[src/rtl/mux_arb_n.sv]
// N-input stream multiplexer with an internal fixed-priority or round-robin arbiter
// and a single registered output stage carrying data and source index.
module mux_arb_n #(
  parameter int unsigned NUM_INPUTS = 4,
  parameter int unsigned WIDTH      = 8,
  parameter int unsigned MODE       = 1,
  localparam int unsigned SEL_W     = (NUM_INPUTS > 1) ? $clog2(NUM_INPUTS) : 1
) (
  input  logic                        clk,
  input  logic                        rst_n,
  input  logic [NUM_INPUTS*WIDTH-1:0] in_data,
  input  logic [NUM_INPUTS-1:0]       in_valid,
  output logic [NUM_INPUTS-1:0]       in_ready,
  output logic [WIDTH-1:0]            out_data,
  output logic [SEL_W-1:0]            out_sel,
  output logic                        out_valid,
  input  logic                        out_ready
);

  localparam logic [SEL_W:0]   NumW = (SEL_W + 1)'(NUM_INPUTS);
  localparam logic [SEL_W-1:0] Last = SEL_W'(NUM_INPUTS - 1);

  logic [WIDTH-1:0] ch_data [NUM_INPUTS];

  logic [WIDTH-1:0] out_data_q, out_data_d;
  logic [SEL_W-1:0] out_sel_q, out_sel_d;
  logic             out_valid_q, out_valid_d;
  logic [SEL_W-1:0] ptr_q, ptr_d;

  logic             load_en;
  logic             xfer;
  logic [SEL_W-1:0] base;
  logic [SEL_W:0]   sum;
  logic [SEL_W-1:0] cand;
  logic [SEL_W-1:0] grant_idx;
  logic             grant_found;

  for (genvar i = 0; i < NUM_INPUTS; i++) begin : g_unpack
    assign ch_data[i] = in_data[i*WIDTH +: WIDTH];
  end

  // Output slot is free if empty or being consumed this cycle.
  assign load_en = !out_valid_q || out_ready;
  assign base    = (MODE == 1) ? ptr_q : '0;

  // Search from base upward with wrap; first valid channel wins.
  always_comb begin
    grant_found = 1'b0;
    grant_idx   = '0;
    sum         = '0;
    cand        = '0;
    for (int unsigned k = 0; k < NUM_INPUTS; k++) begin
      sum = {1'b0, base} + (SEL_W + 1)'(k);
      if (sum >= NumW) begin
        sum = sum - NumW;
      end
      cand = sum[SEL_W-1:0];
      if (!grant_found && in_valid[cand]) begin
        grant_found = 1'b1;
        grant_idx   = cand;
      end
    end
  end

  assign xfer     = rst_n && load_en && grant_found;
  assign in_ready = xfer ? (NUM_INPUTS'(1) << grant_idx) : '0;

  always_comb begin
    out_data_d  = out_data_q;
    out_sel_d   = out_sel_q;
    out_valid_d = out_valid_q;
    ptr_d       = ptr_q;
    if (xfer) begin
      out_data_d  = ch_data[grant_idx];
      out_sel_d   = grant_idx;
      out_valid_d = 1'b1;
      if (MODE == 1) begin
        ptr_d = (grant_idx == Last) ? '0 : grant_idx + SEL_W'(1);
      end
    end else if (load_en) begin
      out_valid_d = 1'b0;
    end
  end

  always_ff @(posedge clk) begin
    if (!rst_n) begin
      out_data_q  <= '0;
      out_sel_q   <= '0;
      out_valid_q <= 1'b0;
      ptr_q       <= '0;
    end else begin
      out_data_q  <= out_data_d;
      out_sel_q   <= out_sel_d;
      out_valid_q <= out_valid_d;
      ptr_q       <= ptr_d;
    end
  end

  assign out_data  = out_data_q;
  assign out_sel   = out_sel_q;
  assign out_valid = out_valid_q;

endmodule

[config.mk]
export PLATFORM = sky130hd
export DESIGN_NAME = mux_arb_n
export DESIGN_NICKNAME = d
export VERILOG_FILES = /design/src/rtl/mux_arb_n.sv
export SDC_FILE = /design/constraint.sdc
export NUM_CORES = 1
export LEC_CHECK = 0
export CORE_UTILIZATION = 39
export DETAILED_ROUTE_END_ITERATION = 10
export PLACE_DENSITY = 0.87
export SETUP_SLACK_MARGIN = 0.02
export SYNTH_ARGS = -nofsm -noshare
export SYNTH_HDL_FRONTEND = slang
export SYNTH_SLANG_ARGS = --single-unit
[constraint.sdc]
create_clock -name clk -period 4.3 [get_ports clk]
set_input_delay 0.43 -clock clk [delete_from_list [all_inputs] [get_ports clk]]
set_output_delay 0.43 -clock clk [all_outputs]
set_load 0.02 [all_outputs]
# Word level (Yosys, flattened, before mapping)
# Index checks and enable logic that the tools add are counted.
# op_classes
add_sub_neg	8
n_lt_le_gt_ge	9
eq_ne	1
shifts	1
muxes	27
bitwise	1
n_reduce_logical	11
# op_table
operator	n
two-way mux 2 bit	9
binary-select mux 8 bit (select 2 bit)	1
two-way mux 8 bit	2
>= comparator 3 bit (second input constant)	4
< comparator 2 x 3 -> 1 bit (second input constant)	4
two-way mux 1 bit	10
binary-select mux 1 bit (select 2 bit)	4
subtractor 2 x 1 -> 2 bit (second input constant)	4
adder 2 x 2 -> 3 bit (second input constant)	2
logical AND 1 bit	5
zero test 1 bit	4
two-way mux 4 bit	1
<< shifter 1 x 2 -> 4 bit (first input constant)	1
adder 2 x 1 -> 3 bit (second input constant)	1
>= comparator 2 x 3 -> 1 bit (second input constant)	1
inverter 2 -> 3 bit	1
adder 2 x 1 -> 2 bit (second input constant)	1
equality test 2 bit (second input constant)	1
nonzero test 2 bit	1
logical OR 1 bit	1
# totals
regBits	13
in_bits	39
output_inout_bits	15
elab_cells	62

# Depth between registers and ports, before layout
# Gate-level depths: netlist of the first run.
# depth
ltp_word	18
mapped_depth	7
depth_no_buf	7

# Worst setup path before layout of the first run
# Ideal clock, no wire load.
# synth_timing
kind	input to output
from	in in_valid[2]
to	out in_ready[1]
arrival_ns	1.611
required_ns	3.870
path_slack_ns	2.259
path_stages	5
n_path_buf	0
path_cell_list	mux2i_1 > nor2_2 > nor3_4 > nand2_1 > nor2_1
# synth_between
elab_chain_cells	14
word_cells_on_any_way	25
cone_classes	shift (1); mux (17); reduce/logical (7)
# synth_lines
element	line	rtl
from (decl)	12	input logic [NUM_INPUTS-1:0] in_valid,
binary-select mux 1 bit (select 2 bit)	58	if (!grant_found && in_valid[cand]) begin
two-way mux 1 bit (not written as such)	58	
two-way mux 1 bit	58	
zero test 1 bit	58	
logical AND 1 bit	58	
two-way mux 1 bit	58	
zero test 1 bit	58	
logical AND 1 bit	58	
two-way mux 1 bit	58	
zero test 1 bit	58	
logical AND 1 bit	58	
two-way mux 2 bit / two-way mux 1 bit (equally long branches)	58	
<< shifter 1 x 2 -> 4 bit / logical AND 1 bit (equally long branches)	66, 65	
two-way mux 4 bit *	66	assign in_ready = xfer ? (NUM_INPUTS'(1) << grant_idx) : '0;
to (decl)	13	output logic [NUM_INPUTS-1:0] in_ready,
# Mark *: on every way between the ends. The rest lies on a longest branch, timed or not. The select of a mux whose other input is x is not followed.

# Worst setup path after layout of the first run
# layout_timing
from	in in_valid[2]
to	out in_ready[3]
# Same word-level chain as after synthesis.

==> flow_metrics.py, run 1 <==
metrics = {
    "layout": {
        "finish.utilization_pct": 71.14,
        "ff_latch_area_um2": 260.3,
        "diodes": 0,
        "n_fill_cell": 171,
        "fin_nets": 191,
        "layout_common_cells": "clkdlybuf4s50_1, dfxtp_1, nand2_1, a221o_1",
        "multiInputGateArea_um2": 594.3,
        "syn2layout_area_growth_pct": 66.09,
        "layout.cells.most_common": "clkdlybuf4s50_1",
        "drive_gt1_share_pct": 12.67,
    },
    "critical_path": {
        "required_ns": 3.87,
        "critPathArrivalTime_ns": 2.74,
        "ff2ff_path_depth": 5,
        "criticalPathCategory": "in -> out",
        "start_kind": "primary input",
        "cp_max_fo": 9,
        "end_kind": "output pin",
        "r2r_setup_slack_ns": 2.22,
    },
    "drt": {
        "antenna_left": 0,
        "via_count": 976,
        "drcViolationCount": 0,
        "drt-total-wl_um": 2552,
        "wire_per_inst_um": 14.42,
        "vias_per_cell": 5.514,
        "dr.pass1.iters": 4,
        "drt_iter0_drc": 16,
    },
    "hold_path": {
        "hold_depth": 2,
        "min_path_type": "reg -> reg",
    },
    "power_and_ir_drop": {
        "p_leak_uw": 0.0005712,
        "clkPwrFrac_pct": 15.7,
        "swShare_pct": 35.61,
        "p_int_uw": 312.3,
        "pwr-share-seq_pct": 33.3,
        "switchingPower_uw": 172.7,
        "vdd_drop_max_mv": 0.2173,
        "power.density_nw_per_um2": 333.9,
        "combPwrFrac_pct": 50.9,
    },
    "die": {
        "die_h_um": 49.36,
        "core_area_um2": 2042,
        "fp.dieArea_um2": 2436,
        "pin_count": 54,
        "rows": 16,
        "initial_core_util_pct": 42.83,
        "dieWidth_um": 49.36,
    },
    "global_routing": {
        "grt_pass1_wl_um": 4284,
        "grt_use_met3_pct": 5.919,
        "grt-busiest-layer": "met2",
        "grt_max_degree": 10,
        "track_usage_pct": 22.62,
        "grtUsageMet1_pct": 26.65,
        "grtUsageMet2_pct": 39.73,
        "grt_antenna_before_repair": 0,
        "grt_overflow": 0,
        "grt_pass1_vias": 992,
    },
    "sta": {
        "setup_viol": 0,
        "finalHoldViolCount": 0,
        "fin_setup_tns_ns": 0,
        "fmax_mhz": 315.0,
        "rsz0062_at_grt": "false",
        "period_share_pct": 73.83,
        "slew_viol_final": 0,
        "tightest_slew_ns": 0.5436,
        "maxSlewHeadroom_pct": 63.64,
        "finalClockSkew_ns": 0.003513,
        "min_period_ns": 3.175,
    },
    "synth": {
        "synth_edf_count": 0,
        "yosys.area_share.simple_pct": 27.47,
        "ys_seq_area_share_pct": 29.76,
        "synth-compound-area-share_pct": 23.03,
        "synth_top_family_by_area": "simple AND/OR/NAND/NOR gates",
        "synth_seq_cells": 13,
        "ys_async_sr_fraction_pct": 0,
        "ys_types": 30,
        "netlist_instances": 96,
        "avgSynthCellArea_um2": 9.110,
        "synth-xor-area-share_pct": 0,
        "ys.flop_type": "dfxtp_1",
        "yosys_warnings": 0,
        "synthMuxAreaShare_pct": 16.02,
        "synth_area_um2": 874.6,
        "synth_fa_ha_area_share_pct": 1.431,
        "syn_nets": 136,
    },
    "cts": {
        "numCtsBuffers": 3,
        "ctsHoldBuffers": 0,
        "post_cts_resized": 0,
        "cts.sinks": 13,
        "tritoncts": "built",
        "cts_setup_buffers": 0,
        "clockRootBuffer": "clkbuf_4",
        "clkTransAtPathRegs_ns": 0.08,
        "cts.path.max_buffers": 2,
        "htree_levels": 1,
        "insertion_delay_ns": 0.28,
    },
    "placed_design": {
        "numPortBuffers": 53,
        "dp.final_hpwl_um": 2013,
        "gp_congestion": 0.8037,
    },
    "flow_run": {
        "drv_cap": 0,
    },
    "outcome": {
        "status": "completed",
    },
}
-- synthesized netlist by cell type (2+ instances only) --
cell type | n | share of area (%)
dfxtp_1 | 13 | 30
nand2_1 | 10 | 4.3
a221o_1 | 7 | 8.0
a21oi_1 | 6 | 3.4
mux2_4 | 6 | 10
nand4_1 | 6 | 4.3
o31ai_1 | 6 | 5.1
mux2i_1 | 5 | 5.7
nand3_1 | 4 | 2.3
nor2_1 | 4 | 1.7
nor2b_1 | 4 | 2.9
nand2b_1 | 3 | 2.1
and2_1 | 2 | 1.4
nor2_2 | 2 | 1.4
o221ai_1 | 2 | 2.0
or2_2 | 2 | 1.4
-- worst paths after layout --
check | start | to
max | in_valid[2] | in_ready[3]
min | out_sel[0] | out_sel[0]
max reg2reg | base[1] | out_data[5]
min reg2reg | out_sel[0] | out_sel[0]
-- layout make-up --
| type | count | area share [%] |
|---|---|---|
| sequential | 13 | 17.92 |
| timing repair buffer | 53 | 36.52 |
| inverter | 2 | 0.5168 |
| multi-input combinational | 78 | 40.91 |
| clock buffer | 4 | 1.809 |
| tap | 27 | 2.326 |
-- stage by stage --
step	power [µW]	cells	cell area, µm²	hold WS, ns	setup slack, ns
after floorplan	305.9	96	874.6	0.4671	2.259
after global placement	403.9	173	1426	0.4460	1.227
after detailed placement	410.0	173	1426	0.4436	1.138
after CTS	488.2	177	1453	0.4565	1.116
after global routing	517.2	177	1453	0.4748	0.9779
final	485.0	177	1453	0.4528	1.125
-- cells by family after synthesis --
kind of cell	Yosys count
adder cells (fa/ha/maj)	1
AO/OA/AOI/OAI	25
buffers and inverters	5
flip-flops	13
multiplexers	11
AND/OR/NAND/NOR	41
-- critical path, stage by stage --
cell             delay, ns
clkdlybuf4s50_1       0.47
mux2i_1               0.23
nor2_2                0.12
nor3_4                0.51
ha_1                  0.24
and2_1                0.13
clkdlybuf4s50_1       0.61
-- flip-flops by register name, indices dropped and copies added (netlist names) --
name,cells
out_sel,2
out_data,8
out_valid,1
base,2
-- power by group through the flow --
stage	Combinational, µW	Sequential [µW]	Clock [µW]
after global placement	241	163	0
after global routing	265	165	87.2
after floorplan	120	186	0
after CTS	248	162	79.0
final	247	162	76.3
after detailed placement	246	164	0
-- per-layer routing --
metal  vias to the layer above  wire length, µm
li1                        479                -
met1                       441             1102
met2                        52             1206
met3                         4              208
met4                         0               36
met5                         -                0
(Power assumes the default switching activity.)
==> run 2: changes to the inputs <==
- CORE_UTILIZATION: 39 -> 33
- PLACE_DENSITY: 0.87 -> 0.79
- clock period: 4.3 -> 2.6 ns (I/O delays scaled with it)
==> run 2 against run 1 <==
Combinational power up 74%. First-iteration DRC count up 13%. Highest routed layer is now met3. Cell area up 5.7%.
==> flow_metrics.py, run 2 (synthesis gave the netlist of run 1 again) <==
metrics = {
    "layout": {
        "syn2layout_area_growth_pct": 75.54,
        "multiInputGateArea_um2": 608.1,
        "layout.cells.most_common": "clkdlybuf4s50_1",
        "ff_latch_area_um2": 260.3,
        "largest_reg_flops": 8,
        "fin_nets": 198,
        "drive_gt1_share_pct": 17.20,
        "diodes": 0,
        "n_fill_cell": 211,
        "layout_common_cells": "clkdlybuf4s50_1, dfxtp_1, nand2_1, a221o_1, buf_4",
    },
    "drt": {
        "drt-total-wl_um": 2504,
        "drcViolationCount": 0,
        "antenna_left": 0,
        "via_count": 985,
        "wire_per_inst_um": 13.39,
        "vias_per_cell": 5.267,
        "drt_iter0_drc": 18,
        "dr.pass1.iters": 4,
    },
    "global_routing": {
        "track_usage_pct": 18.35,
        "grt_pass1_vias": 909,
        "grt_max_degree": 9,
        "grt_pass1_wl_um": 3753,
        "grt_overflow": 0,
        "grt_antenna_before_repair": 0,
    },
    "cts": {
        "clockRootBuffer": "clkbuf_4",
        "insertion_delay_ns": 0.27,
        "cts.path.max_buffers": 2,
        "htree_levels": 1,
        "tritoncts": "built",
        "numCtsBuffers": 3,
        "cts.sinks": 13,
        "clkTransAtPathRegs_ns": 0.08,
    },
    "outcome": {
        "status": "completed",
    },
    "critical_path": {
        "critPathArrivalTime_ns": 1.98,
        "required_ns": 2.34,
        "start_kind": "primary input",
        "cp_max_fo": 5,
        "criticalPathCategory": "in -> out",
        "end_kind": "output pin",
    },
    "power_and_ir_drop": {
        "p_leak_uw": 0.0006849,
        "power.density_nw_per_um2": 534.8,
        "vdd_drop_max_mv": 0.4469,
    },
    "die": {
        "fp.dieArea_um2": 2860,
        "die_h_um": 53.48,
        "rows": 18,
        "dieWidth_um": 53.48,
        "core_area_um2": 2500,
        "pin_count": 54,
        "initial_core_util_pct": 34.98,
    },
    "sta": {
        "slew_viol_final": 0,
        "maxSlewHeadroom_pct": 71.92,
        "period_share_pct": 86.19,
        "fmax_mhz": 446.2,
        "finalHoldViolCount": 0,
        "min_period_ns": 2.241,
        "rsz0062_at_grt": "false",
        "setup_viol": 0,
        "setup_ws_ns": 0.3591,
        "tightest_slew_ns": 0.4196,
        "fin_setup_tns_ns": 0,
        "finalClockSkew_ns": 0.003205,
    },
    "flow_run": {
        "drv_cap": 0,
    },
    "placed_design": {
        "dp_slack_ns": 0.04693,
        "numPortBuffers": 53,
        "dp.final_hpwl_um": 2017,
        "gp_congestion": 0.7424,
    },
    "hold_path": {
        "min_path_type": "reg -> reg",
    },
}
## run 2: path summary, 6_finish.rpt
path | start | depth (start not counted) | slack, ns | to
hold reg to reg | out_sel[0] | 2 | 0.45 | out_sel[0]
setup / recovery | in_valid[0] | 8 | 0.36 | in_ready[3]
setup reg to reg | base[1] | 6 | 0.58 | out_data[5]
hold / removal | out_sel[0] | 2 | 0.45 | out_sel[0]
## run 2: power by group
part | switching, µW | internal (µW) | total (µW) | leakage [µW]
sequential | 27.9 | 240 | 268 | 0.000108
combinational | 194 | 234 | 429 | 0.000562
clock | 65.2 | 59.4 | 125 | 0.0000150
total | 288 | 533 | 821 | 0.000685
## run 2: critical path, cell delays in order
cell             delay (ns)
clkdlybuf4s50_1        0.54
nand2_1                0.14
a221o_1                0.35
nand2_1                0.11
inv_2                  0.07
ha_1                   0.17
and2_1                 0.14
dlymetal6s2s_1         0.20
## run 2: area by class of cell
| class | instances | area share (%) |
|---|---|---|
| well taps | 30 | 2.445 |
| clock buffers | 4 | 1.711 |
| inverters | 2 | 0.4890 |
| flip-flops and latches | 13 | 16.95 |
| multi-input cells | 78 | 39.61 |
| repair buffers | 60 | 38.79 |
## run 2: metrics by stage
stage	utilization, %	instance area (µm²)	hold WS (ns)	power, µW	std cells
final	61.41	1535	0.4540	821.0	187
after global routing	61.41	1535	0.4807	876.8	187
after CTS	59.46	1486	0.4587	813.9	184
after detailed placement	58.41	1460	0.4472	689.1	180
after floorplan	-	874.6	0.3882	506.0	96
after global placement	58.41	1460	0.4403	683.1	180
## run 2: timing repair
action	in CTS	in global routing
hold buffers	0	0
setup buffers	0	3
resized for setup	0	8
endpoints found under the setup margin	0	4
## run 2: per-layer routing
layer | track usage (%) | vias up | part of all wire [%]
met5 | 0 | - | 0
met4 | 2.632 | 0 | 0
met3 | 6.322 | 0 | 10
met2 | 32.50 | 58 | 48
met1 | 21.33 | 435 | 41
li1 | - | 492 | -
